===== src/rtl/axi4_lite_write_register_bank.sv =====
// rtl/axi4_lite_write_register_bank.sv - AXI4-Lite write register bank with doorbell command launch
// Optional miss counter output oUnmappedCount enabled by AXI_REG_BANK_UNMAPPED_CNT_EN.
module axi4_lite_write_register_bank #(
   parameter int                      AddressWidth = 32,
   parameter int                      DataWidth    = 32,
   parameter logic [AddressWidth-1:0] BaseAddress  = 32'h0000_0000
) (
   input  logic                    ACLK,
   input  logic                    ARESET,
   input  logic [AddressWidth-1:0] iWriteAddress,
   input  logic [DataWidth-1:0]    iWriteData,
   input  logic                    iWriteValid,
   output logic                    oWriteAck,
   output logic [DataWidth-1:0]    oCtrl,
   output logic [DataWidth-1:0]    oCmdAddress,
   output logic [15:0]             oCmdLength,
   output logic                    oCmdValid,
   output logic [7:0]              oCmdOpcode,
   output logic [DataWidth-1:0]    oCmdAddrOut,
   output logic [15:0]             oCmdLenOut,
`ifdef AXI_REG_BANK_UNMAPPED_CNT_EN
   output logic [7:0]              oUnmappedCount,
`endif
   input  logic                    iCmdReady
);

   typedef enum logic [1:0] {
      IDLE  = 2'd0,
      ACK   = 2'd1,
      STALL = 2'd2
   } state_t;

   state_t                state_q;
   logic                  ack_q;
   logic [DataWidth-1:0]  ctrl_q;
   logic [DataWidth-1:0]  cmd_addr_q;
   logic [15:0]           cmd_len_q;
   logic                  cmd_valid_q;
   logic [7:0]            opcode_q;
   logic [DataWidth-1:0]  addr_out_q;
   logic [15:0]           len_out_q;

   logic       hit;
   logic [1:0] reg_sel;
   logic       is_doorbell;
   logic       commit;
   logic       unused_addr_bits;

   assign hit         = (iWriteAddress[AddressWidth-1:4] == BaseAddress[AddressWidth-1:4]);
   assign reg_sel     = iWriteAddress[3:2];
   assign is_doorbell = hit && (reg_sel == 2'd3);
   assign unused_addr_bits = ^iWriteAddress[1:0];

   // A stalled doorbell commits as soon as the pending command is gone or taken this edge.
   assign commit = ((state_q == IDLE) && iWriteValid && !(is_doorbell && cmd_valid_q)) ||
                   ((state_q == STALL) && (!cmd_valid_q || iCmdReady));

   always_ff @(posedge ACLK or posedge ARESET) begin
      if (ARESET) begin
         state_q     <= IDLE;
         ack_q       <= 1'b0;
         ctrl_q      <= '0;
         cmd_addr_q  <= '0;
         cmd_len_q   <= '0;
         cmd_valid_q <= 1'b0;
         opcode_q    <= '0;
         addr_out_q  <= '0;
         len_out_q   <= '0;
      end else begin
         ack_q <= commit;
         case (state_q)
            IDLE:    if (commit) state_q <= ACK;
                     else if (iWriteValid) state_q <= STALL;
            STALL:   if (commit) state_q <= ACK;
            ACK:     state_q <= IDLE;
            default: state_q <= IDLE;
         endcase

         if (cmd_valid_q && iCmdReady) cmd_valid_q <= 1'b0;

         // A doorbell commit overrides the handshake clear so back-to-back commands never gap.
         if (commit && hit) begin
            case (reg_sel)
               2'd0: ctrl_q     <= iWriteData;
               2'd1: cmd_addr_q <= iWriteData;
               2'd2: cmd_len_q  <= iWriteData[15:0];
               default: begin
                  opcode_q    <= iWriteData[7:0];
                  addr_out_q  <= cmd_addr_q;
                  len_out_q   <= cmd_len_q;
                  cmd_valid_q <= 1'b1;
               end
            endcase
         end
      end
   end

`ifdef AXI_REG_BANK_UNMAPPED_CNT_EN
   logic [7:0] unmapped_q;

   always_ff @(posedge ACLK or posedge ARESET) begin
      if (ARESET) begin
         unmapped_q <= '0;
      end else if (commit && !hit && (unmapped_q != 8'hFF)) begin
         unmapped_q <= unmapped_q + 8'd1;
      end
   end

   assign oUnmappedCount = unmapped_q;
`endif

   assign oWriteAck   = ack_q;
   assign oCtrl       = ctrl_q;
   assign oCmdAddress = cmd_addr_q;
   assign oCmdLength  = cmd_len_q;
   assign oCmdValid   = cmd_valid_q;
   assign oCmdOpcode  = opcode_q;
   assign oCmdAddrOut = addr_out_q;
   assign oCmdLenOut  = len_out_q;

endmodule

===== config.mk =====
export PLATFORM = sky130hd
export DESIGN_NAME = axi4_lite_write_register_bank
export DESIGN_NICKNAME = d
export VERILOG_FILES = /design/src/rtl/axi4_lite_write_register_bank.sv
export SDC_FILE = /design/constraint.sdc
export NUM_CORES = 1
export LEC_CHECK = 0
export ABC_AREA = 1
export CAP_MARGIN = 20
export CORE_ASPECT_RATIO = 1.75
export CORE_UTILIZATION = 25
export CTS_BUF_LIST = sky130_fd_sc_hd__clkbuf_4
export CTS_CLUSTER_DIAMETER = 100
export DETAILED_ROUTE_END_ITERATION = 16
export HOLD_SLACK_MARGIN = 0.03
export PLACE_DENSITY = 0.5
export SETUP_SLACK_MARGIN = 0.2
export SLEW_MARGIN = 15
export SYNTH_ARGS = -nofsm -noshare
export SYNTH_HDL_FRONTEND = slang
export SYNTH_SLANG_ARGS = --single-unit

===== constraint.sdc =====
create_clock -name ACLK -period 12.7 [get_ports ACLK]
set_clock_uncertainty 0.1 [all_clocks]
set_input_delay 1.27 -clock ACLK [delete_from_list [all_inputs] [get_ports ACLK]]
set_output_delay 1.27 -clock ACLK [all_outputs]
set_load 0.01 [all_outputs]

### Yosys cells after proc, flatten, opt, wreduce, memory -nomap -nowiden

Cells that the tools add are included.

* register bits: 140
* input bits: 68
* output and inout port bits: 138
* word-level logic and storage cells: 43

* equal/unequal tests: 6
* multiplexer cells: 7
* bitwise operators: 1
* reductions and logical operators: 20

Operators with widths (number)
* 28-bit zero test: 1
* 2-bit AND reduction: 5
* 1-bit logical AND: 7
* 2-bit equality test, second input constant: 3
* 2-bit 2-to-1 mux: 3
* 2-bit zero test: 2
* 2-bit one-hot mux with 2 select lines: 1
* 1-bit 2-to-1 mux: 3
* 3-bit inequality test, second input constant: 1
* 3-bit OR reduction: 1
* 2-bit by 1-bit equality test with 1-bit output, second input constant: 1
* 1-bit zero test: 2
* 1-bit logical OR: 2
* 2-bit inequality test, second input constant: 1
* 1-bit NOT: 1

### Longest topological paths before layout

* depth in word-level cells: 8
* depth in mapped cells: 13
* gate-level depth less buffers: 11

### Worst setup path before layout

Ideal clock, no wire load.

* kind: input -> register
* from: input port iWriteAddress[15]
* to: register addr_out_q[14], in the netlist oCmdAddrOut[14]
* setup time: 0.117 ns
* data arrival time: 2.315 ns
* required time: 12.483 ns
* slack: 10.168 ns
* cell stages on the path: 11
* path buffers: 3
* path through: nor2_1 and2_1 nand2_1 nor2_1 and2_1 buf_4 nand3_2 buf_4 buf_6 nand2_1 nand2_1

* cells in the longest elaborated chain, start to end: 8

RTL lines
* start, declared: line 10 `input logic [AddressWidth-1:0] iWriteAddress,`
* 28-bit zero test (*): line 49 `assign hit = (iWriteAddress[AddressWidth-1:4] == BaseAddress[AddressWidth-1:4]);`
* 1-bit logical AND: line 51 `assign is_doorbell = hit && (reg_sel == 2'd3);`
* 1-bit logical AND: line 55 `assign commit = ((state_q == IDLE) && iWriteValid && !(is_doorbell && cmd_valid_q)) ||`
* 1-bit zero test: line 55
* 1-bit logical AND: line 55
* 1-bit logical OR: line 55
* 1-bit logical AND (*): line 82 `if (commit && hit) begin`
* 2-bit AND reduction (no line) (*)
* end signal, assigned: line 89 `addr_out_q <= cmd_addr_q;`
* end, declared: line 40 `logic [DataWidth-1:0] addr_out_q;`

Every way passes the cells marked *; elsewhere a longest branch is shown, timed or not.
A chain may end at the register's enable or synchronous reset.

### Worst setup path after layout

* from: input port iWriteAddress[8]
* to: register len_out_q[2], in the netlist oCmdLenOut[2]

* cells in the longest elaborated chain, start to end: 8

RTL lines
* 28-bit zero test (*): line 49
* 1-bit logical AND: line 51
* 1-bit logical AND: line 55
* 1-bit zero test: line 55
* 1-bit logical AND: line 55
* 1-bit logical OR: line 55
* 1-bit logical AND (*): line 82
* 2-bit AND reduction (no line) (*)
* end signal, assigned: line 90 `len_out_q <= cmd_len_q;`
* end, declared: line 41 `logic [15:0] len_out_q;`

Marked as above.

==> run metrics <==
CTS tree=yes; 1st-iter DRT viols=253; setup repair after global routing missed its margin=no; final routed DRC violation total=0; Distinct cells, synth=16; total placed instance area=8180 um2; sink count of the clock tree=140; routed length per placed instance=about 18 um; mean instance size in the synthesized netlist=about 8.9 um2; dominant cells by area after synthesis=dfrtp_1, nand2_1, nand4_1, buf_2, inv_1; number of global-route vias before repair=5328; area of the core=~23000 um2; number of setup violations in the final report=0; GRT Resource Usage Total=0.177; area fraction of the dominant cell type after synthesis=0.586; Chip Width=119 um; pin count of the biggest net entering global routing=78; Post-layout nets=915; power density of the placed cells=between 90 and 100 nW/um2; Crit. End Element=flop; layout cell share with drive strength beyond 1=0.0559; Switching Fraction=0.253; final antenna-violating net count=0; final max-slew violation count=0; CTS-repair resized insts=0; worst-case vdd ir drop=0.0592 mV; proportion of synthesized flip-flops having asynchronous set or reset=1.00; finished layout cell area=8490 um2; source of the worst hold timing path=oCmdAddrOut[12]; buffer depth of the longest clock path=2; Detailed Route WL=21.3 mm; antenna violations before repair=1; net switching power of the design=~0.21 mW; Skew-Pair Late Insertion Delay=approximately 0.56 ns; count of input and output buffers=around 200; drt first pass iters=4; count of maximum capacitance violations=0; Top-Level Pins=206; setup TNS=0 ns; internal power=between 0.6 and 0.7 mW; number of enable-type register cells in the synthesized netlist=0; number of hold violations in the final report=0; sequential cell fraction of total power=0.534; instance count after placement with tap cells included=roughly 1100; arrival time of data at the critical path endpoint=around 4.5 ns; final setup slack of the worst path=~8.5 ns; worst hold slack across all endpoints=0.380 ns; register bit total from synthesis=between 100 and 150; H-tree depth=4; initial standard-cell utilization of the core=0.255; hold bufs inserted after CTS=0; die outline area=approximately 25000 um2; power after layout=between 0.8 and 0.9 mW; first-pass GRT wire length=32.8 mm; slew at the pin closest to its max-slew limit=between 0.9 and 1 ns; Worst Setup SP=iWriteAddress[8]; leakage power=between 4 and 5 nW; top cells by count, synth=nand2_1, dfrtp_1, nand4_1; final instance count without filler cells=1164; Die Height=207 um; # Post-CTS Setup Buffers=0; Post-Synthesis Net Count=between 700 and 800; clock-pin slew reported for the worst setup and hold paths after clock tree synthesis=0.12 ns; share of the core filled with cells in the final layout=0.362; remaining global-route overflow=0; CP required=13.06 ns; CP cell instances=clkdlybuf4s50_1 > inv_1 > nand2_1 > nor2_1 > nand2_1 > nor2_1 > and2_4 > buf_4 > nand3_2 > buf_4 > nand2_1 > nand2_1; cell type of the slowest stage on the worst timing path=buf_4; fraction of power consumed by the clock network=0.393; total clock buffers created by CTS=17; Worst Setup Start Kind=primary input; Min-Delay Path Class=reg -> reg; master cell of the clock root buffer=clkbuf_4; most frequent cell on the critical path=nand2_1; Vias/cell=approximately 4.6; number of warnings issued by yosys=0; library cell occupying the most area in the post-synthesis netlist=dfrtp_1; vias post-DR=5381; run status=finished, final reports clean; part of the cycle the worst path needs=0.330; HPWL after detailed placement=roughly 14 mm; shortest period the worst path allows=4.19 ns; origin of the critical flop-to-flop path=state_q[0]; cell area after synthesis=approximately 6000 um2; largest stage delay on the critical path=between 0.7 and 0.8 ns; most common cell in the netlist=nand2_1; sequential fraction of the synthesis area=0.586; standard-cell row count=74; maximum frequency from static timing analysis=roughly 240 MHz; routability congestion estimate=slightly below 0.8; part of the total power dissipated in combinational logic=0.072; number of standard cells after synthesis=675; P&R area growth vs syn=42.0%; worst setup path class=in -> reg; Max transition margin=0.396; dominant synthesized flop cell=dfrtp_1; worst slack after detailed placement=between 7 and 8 ns; highest fanout seen on the critical path=74
[per-layer routing]
metal	routed length (um)	share of wire	track usage	vias to the layer above
met3	832	0.039	0.0353	25
li1	-	-	-	2609
met1	8640	0.41	0.206	2604
met4	508	0.024	0.0669	0
met2	11300	0.53	0.320	143
met5	0	0	0	-
[worst max-delay path, delay by kind of cell]
| family | cells | cell delay (ns) |
|---|---|---|
| simple gates | 8 | 1.54 |
| buf+inv | 4 | 1.63 |
[layout by cell type, fill, tap and decap left out, drive strengths merged]
master and count:
nor2 17, clkdlybuf4s50 203, o21ai 1, inv 24, buf 7, clkbuf 18
nand3 7, nand4 136, and2 3, diode 1, clkinvlp 1, dfrtp 140
clkinv 6, or2 1, bufinv 4, nand2 291
[area by class of cell]
type	count	area (um2)
Sequential cell	140	3500
Multi-Input combinational cell	456	2120
Inverter	22	87.6
Clock inverter	13	173
Timing Repair Buffer	210	2080
Antenna cell	1	2.50
Tap cell	304	380
Fill cell	2436	14900
Clock buffer	18	135
[flip-flops by register name, indices dropped and copies added (netlist names)]
name         count
oCmdAddrOut     32
oCmdAddress     32
oCmdLenOut      16
oCmdLength      16
oCmdOpcode       8
oCmdValid        1
oCtrl           32
oWriteAck        1
state_q          2
[kinds of logic (layout without fill, tap and decap cells)]
| kind of cell | count (synthesis) | after routing | synth area share |
|---|---|---|---|
| AOI/OAI and AO/OA | 1 | 1 | 0.000837 |
| buffers and inverters | 79 | 263 | 0.0649 |
| and+or+nand+nor | 455 | 455 | 0.348 |
| DFF | 140 | 140 | 0.586 |
| other | 0 | 1 | 0 |
[power by group through the flow]
| stage | clock (mW) | combinational [mW] | sequential [mW] |
|---|---|---|---|
| after floorplan | 0 | 0.0247 | 0.455 |
| after global placement | 0 | 0.0620 | 0.455 |
| after detailed placement | 0 | 0.0617 | 0.455 |
| after CTS | 0.342 | 0.0618 | 0.446 |
| after global routing | 0.359 | 0.0661 | 0.446 |
| final | 0.328 | 0.0603 | 0.446 |
[path summary, 6_finish.rpt]
check	endpoint	slack [ns]	cells past startpoint
setup / recovery	oCmdLenOut[2]	8.51	12
hold / removal	oCmdAddrOut[12]	0.38	2
setup reg to reg	oCmdLength[12]	9.59	9
hold reg to reg	oCmdAddrOut[12]	0.38	2
max in group asynchronous	oCtrl[22]	10.03	3
min in group asynchronous	oCmdAddrOut[7]	1.11	2
No activity file was read; power rests on OpenSTA's default activity.
